==> config.mk <==
export PLATFORM = sky130hd
export DESIGN_NAME = cic_decim_comb_chain
export DESIGN_NICKNAME = d
export VERILOG_FILES = /design/src/rtl/cic_decim_comb_chain.sv
export SDC_FILE = /design/constraint.sdc
export NUM_CORES = 1
export LEC_CHECK = 0
export CAP_MARGIN = 20
export CORE_MARGIN = 1
export CORE_UTILIZATION = 23
export DETAILED_ROUTE_END_ITERATION = 12
export PLACE_DENSITY = 0.37
export SLEW_MARGIN = 30
export SYNTH_ARGS = -nofsm -noshare
export SYNTH_HDL_FRONTEND = slang
export SYNTH_SLANG_ARGS = --single-unit
==> constraint.sdc <==
create_clock -name clk -period 5.25 [get_ports clk]
set_input_delay 1.05 -clock clk [delete_from_list [all_inputs] [get_ports clk]]
set_output_delay 1.05 -clock clk [all_outputs]
set_load 0.05 [all_outputs]
==> src/rtl/cic_decim_comb_chain.sv <==
// cic_decim_comb_chain: CIC decimator back half (downsampler, CIC_N comb stages, output register)
//   clk, reset_n             : clock, synchronous active-low reset
//   s_axis_in_tdata/tvalid   : integrator-chain samples
//   s_axis_rate_tdata/tvalid : run-time decimation ratio load (VARIABLE_RATE=1 only)
//   m_axis_out_tdata/tvalid  : MSB-aligned comb output, one-cycle valid pulse
module cic_decim_comb_chain #(
  parameter int DW            = 32,
  parameter int OUT_DW        = 32,
  parameter int RATE_DW       = 16,
  parameter int CIC_R         = 10,
  parameter int CIC_N         = 3,
  parameter int CIC_M         = 1,
  parameter int VARIABLE_RATE = 1
) (
  input  logic               clk,
  input  logic               reset_n,
  input  logic [DW-1:0]      s_axis_in_tdata,
  input  logic               s_axis_in_tvalid,
  input  logic [RATE_DW-1:0] s_axis_rate_tdata,
  input  logic               s_axis_rate_tvalid,
  output logic [OUT_DW-1:0]  m_axis_out_tdata,
  output logic               m_axis_out_tvalid
);
  logic [RATE_DW-1:0] r_rate, r_cnt, w_new_rate, w_rate, w_cnt_base;
  logic               w_load, w_emit;
  logic [DW-1:0]      r_ds_data;
  logic               r_ds_valid;
  logic [CIC_N:0][DW-1:0] w_cd;
  logic [CIC_N:0]         w_cv;
  // A rate load restarts the period, so a coincident sample is counted from zero under the new rate
  assign w_load     = (VARIABLE_RATE != 0) && s_axis_rate_tvalid && (s_axis_rate_tdata != '0);
  assign w_new_rate = (s_axis_rate_tdata > RATE_DW'(CIC_R)) ? RATE_DW'(CIC_R) : s_axis_rate_tdata;
  assign w_rate     = w_load ? w_new_rate : r_rate;
  assign w_cnt_base = w_load ? '0 : r_cnt;
  assign w_emit     = s_axis_in_tvalid && (w_cnt_base == w_rate - 1'b1);
  always_ff @(posedge clk) begin
    if (!reset_n) begin
      r_rate     <= RATE_DW'(CIC_R);
      r_cnt      <= '0;
      r_ds_data  <= '0;
      r_ds_valid <= 1'b0;
    end else begin
      r_rate     <= w_rate;
      r_cnt      <= w_emit ? '0 : w_cnt_base + RATE_DW'(s_axis_in_tvalid);
      r_ds_valid <= w_emit;
      if (w_emit) r_ds_data <= s_axis_in_tdata;
    end
  end
  assign w_cd[0] = r_ds_data;
  assign w_cv[0] = r_ds_valid;
  genvar k;
  for (k = 0; k < CIC_N; k++) begin : g_comb
    logic [CIC_M-1:0][DW-1:0] r_dl;
    logic [CIC_M:0][DW-1:0]   w_sh;
    logic [DW-1:0]            r_y;
    logic                     r_v;
    // w_sh is the delay line with the new sample shifted in at index 0
    assign w_sh = {r_dl, w_cd[k]};
    always_ff @(posedge clk) begin
      if (!reset_n) begin
        r_dl <= '0;
        r_y  <= '0;
        r_v  <= 1'b0;
      end else begin
        r_v <= w_cv[k];
        if (w_cv[k]) begin
          r_y  <= w_cd[k] - r_dl[CIC_M-1];
          r_dl <= w_sh[CIC_M-1:0];
        end
      end
    end
    assign w_cd[k+1] = r_y;
    assign w_cv[k+1] = r_v;
  end
  always_ff @(posedge clk) begin
    if (!reset_n) begin
      m_axis_out_tdata  <= '0;
      m_axis_out_tvalid <= 1'b0;
    end else begin
      m_axis_out_tvalid <= w_cv[CIC_N];
      if (w_cv[CIC_N]) m_axis_out_tdata <= w_cd[CIC_N][DW-1 -: OUT_DW];
    end
  end
endmodule

==> run metrics <==
status complete, no violations; Ant. Diodes 0; sequential cell area fraction in the yosys report 0.371; Post-Syn Area per Cell 8.64 µm²; TritonRoute pass-1 iters 6; Multi-input gate area 0.00919 mm²; Post CTS Setup Buffer Count 0; CP Launch Type primary input; GRT overflow 0; CP Data Arrival Time 5.07 ns; post-CTS clock slew at the launch and capture registers of the worst setup and hold paths 0.06 ns; core outline area 0.0676 mm²; placed inst area 0.0176 mm²; share of layout cells above drive strength 1 0.0530; CP Buf/Inv Count 4; pin count of the biggest net entering global routing 155; final cell count without fillers ~2800; floorplan die height 264 µm; Seq cells post-synth between 200 and 300; first-pass GRT wire length 64.3 mm; vias in the first global route 12000; number of buffers inserted by port buffering 84; uppermost routed layer met4; leading cell types by total area after synthesis dfxtp_1, mux2i_1, ha_1, nor2_1, a21oi_1; Inst Count DP 2729; DRC Markers 0; cell chain of the critical path clkdlybuf4s50_1 -> a21o_1 -> a211oi_1 -> nand2_1 -> o22ai_1 -> ha_1 -> inv_1 -> a211oi_4 -> nand3_1 -> o31ai_1 -> a41oi_1 -> nor4_4 -> buf_12 -> buf_12 -> mux2i_1 -> nor2_1; Commonest cells post-synth nor2_1, dfxtp_1, mux2i_1; metal1 wirelength 20.7 mm; total number of vias 12200; number of buffers inserted during clock tree synthesis 37; setup repair after global routing missed its margin false; portion of the clock cycle consumed by the worst path in the final layout 0.890; power density over the cells 261 mW/mm²; maximum operating frequency 0.214 GHz; total die area 0.0699 mm²; detailed route wirelength on metal3 between 1 and 1.5 mm; Fillers between 7000 and 8000; Reg2Reg Depth 11; worst-case vdd ir drop about 0.00020 V; standard-cell row count 95; count leader, synth nor2_1; effective utilization at floorplan 0.234; Hold WC Path Type reg -> reg; final weighted congestion in routability-driven placement 0.807; Yosys top cell area share 0.371; number of flops mapped to enable cells by yosys 0; ys async rst share 0; area delta synth->final 19.2%; Synth Net Count 1983; highest-delay cell along the critical path clkdlybuf4s50_1; number of clock sinks 293; Top-Level Pins 85; number of hold-slack violations in the final timing report 0; CTS root buf clkbuf_16; biggest fanout along the worst timing path 17; total track usage 0.111; actual slew at the worst max-slew pin 0.785 ns; post-synthesis instance total 1832; number of H-tree levels 2; Met2 Wirelength 15.3 mm; antenna violations before repair 0; peak per-stage delay on the critical path 0.51 ns; cell repeated most along the worst path buf_12; setup violation total in the final timing report 0; stages on the worst setup path 16; clock latency on the worst-skew pair 0.56 ns; post-CTS resize count 0; gate family responsible for the most delay along the worst path compound AO/OA/AOI/OAI gates; total negative setup slack 0 ns; total leakage power just under 7 nW; horizontal die dimension 264 µm; most instantiated flip-flop cell in the synthesis netlist dfxtp_1; Worst Path Class, Setup in -> reg; Max Cap Viol 0; via density per instance 4.35; minimum clock period after layout ~4.7 ns; post-route ant nets 0; Worst setup EP type flop; Slew Viols, Final 0; cts hold-fix bufs 0; Max clock buf depth 3; Req. time, crit path 5.65 ns; number of nets in the final layout slightly above 2000; DP HPWL ~27 mm; cell count of the worst hold path 2; Mapped Area 0.0158 mm²; per-cell routed wire length 13.7 µm; Yosys cell types 73; sequential standard cell area 0.00588 mm²; total of warnings raised by yosys 0; worst slew margin relative to its limit 0.477; clock skew after layout between 0.02 and 0.03 ns; CTS tree done; final design instance area without fill between 0.015 and 0.02 mm²; Yosys top cell by area dfxtp_1; DRC marker count from the first detailed-route iteration 541; Detailed Route WL approximately 38 mm
per-layer routing:
metal	vias up	GRT usage
li1	6552	-
met1	5415	0.158
met2	132	0.164
met3	57	0.0223
met4	0	0.0372
met5	-	0
sequential cells by signal, indices dropped and copies added, names as in the netlist:
register and cells:
m_axis_out_tdata 32, g_comb.r_dl 96, g_comb.r_v 3, r_cnt 16
r_ds_valid 1, r_ds_data 32, r_rate 16, g_comb.r_y 96
m_axis_out_tvalid 1
report_power, final:
part           internal [mW]  switching (mW)
Combinational         0.0426          0.0638
Clock                   1.58            1.01
Sequential              2.22        0.000750
Total                   3.85            1.08
path summary, 6_finish.rpt:
| path | from | endpoint | slack (ns) |
|---|---|---|---|
| worst max-delay path | s_axis_rate_tdata[0] | r_ds_data[0] | 0.58 |
| worst min-delay path | g_comb[2].r_y[7] | g_comb[2].r_y[7] | 0.47 |
| worst max register to register | g_comb[2].r_dl[1] | g_comb[2].r_y[29] | 1.94 |
| worst min register to register | g_comb[2].r_y[7] | g_comb[2].r_y[7] | 0.47 |
worst register-to-register path, delay by kind of cell (launching register included):
kind,cells,cell delay (ns)
xor gates and xnor gates,1,0.19
AOI/OAI and AO/OA,7,2.17
adders and majority gates,1,0.25
and+or+nand+nor,1,0.14
DFF,1,0.36
buffers and inverters,1,0.06
cells by family after synthesis:
family / synth area share
mux: 0.125
simple gates: 0.182
compound gates: 0.151
fa+ha+maj: 0.0797
buf+inv: 0.0489
xor+xnor: 0.0432
flops: 0.371
metrics by stage:
stage | hold slack, ns | utilization | total power [mW] | setup WS, ns
3_3_place_gp | 0.458 | 0.260 | 2.38 | 0.193
4_1_cts | 0.466 | 0.279 | 5.05 | 0.620
2_1_floorplan | 0.441 | - | 2.32 | 0.993
5_1_grt | 0.490 | 0.279 | 5.14 | 0.120
6_report | 0.465 | 0.279 | 4.93 | 0.577
3_5_place_dp | 0.459 | 0.260 | 2.38 | 0.0425
final cells by class:
type | instances | area share
Clock inverter | 15 | 0.00736
Clock buffer | 52 | 0.0591
Multi-Input combinational cell | 1341 | 0.487
Inverter | 126 | 0.0257
Timing Repair Buffer | 97 | 0.0517
Tap cell | 873 | 0.0579
Sequential cell | 293 | 0.311
cells in the final DEF, fill, tap and decap left out, types with 12 or more instances in the layout:
cell	instances
nor2_1	300
dfxtp_1	289
mux2i_1	196
inv_1	124
ha_1	96
a21oi_1	94
clkdlybuf4s50_1	83
o21ai_0	81
nand2_1	79
xnor2_1	49
nand3_1	43
clkbuf_16	39
nor3_1	32
o21a_1	30
xor2_1	29
a211oi_1	26
a21o_1	25
nand2b_1	25
and3_1	24
nor2b_1	22
or3_1	13
a31oi_1	13
nand3b_1	13
o211ai_1	12
nand4_1	12
No activity file was read; power rests on OpenSTA's default activity.
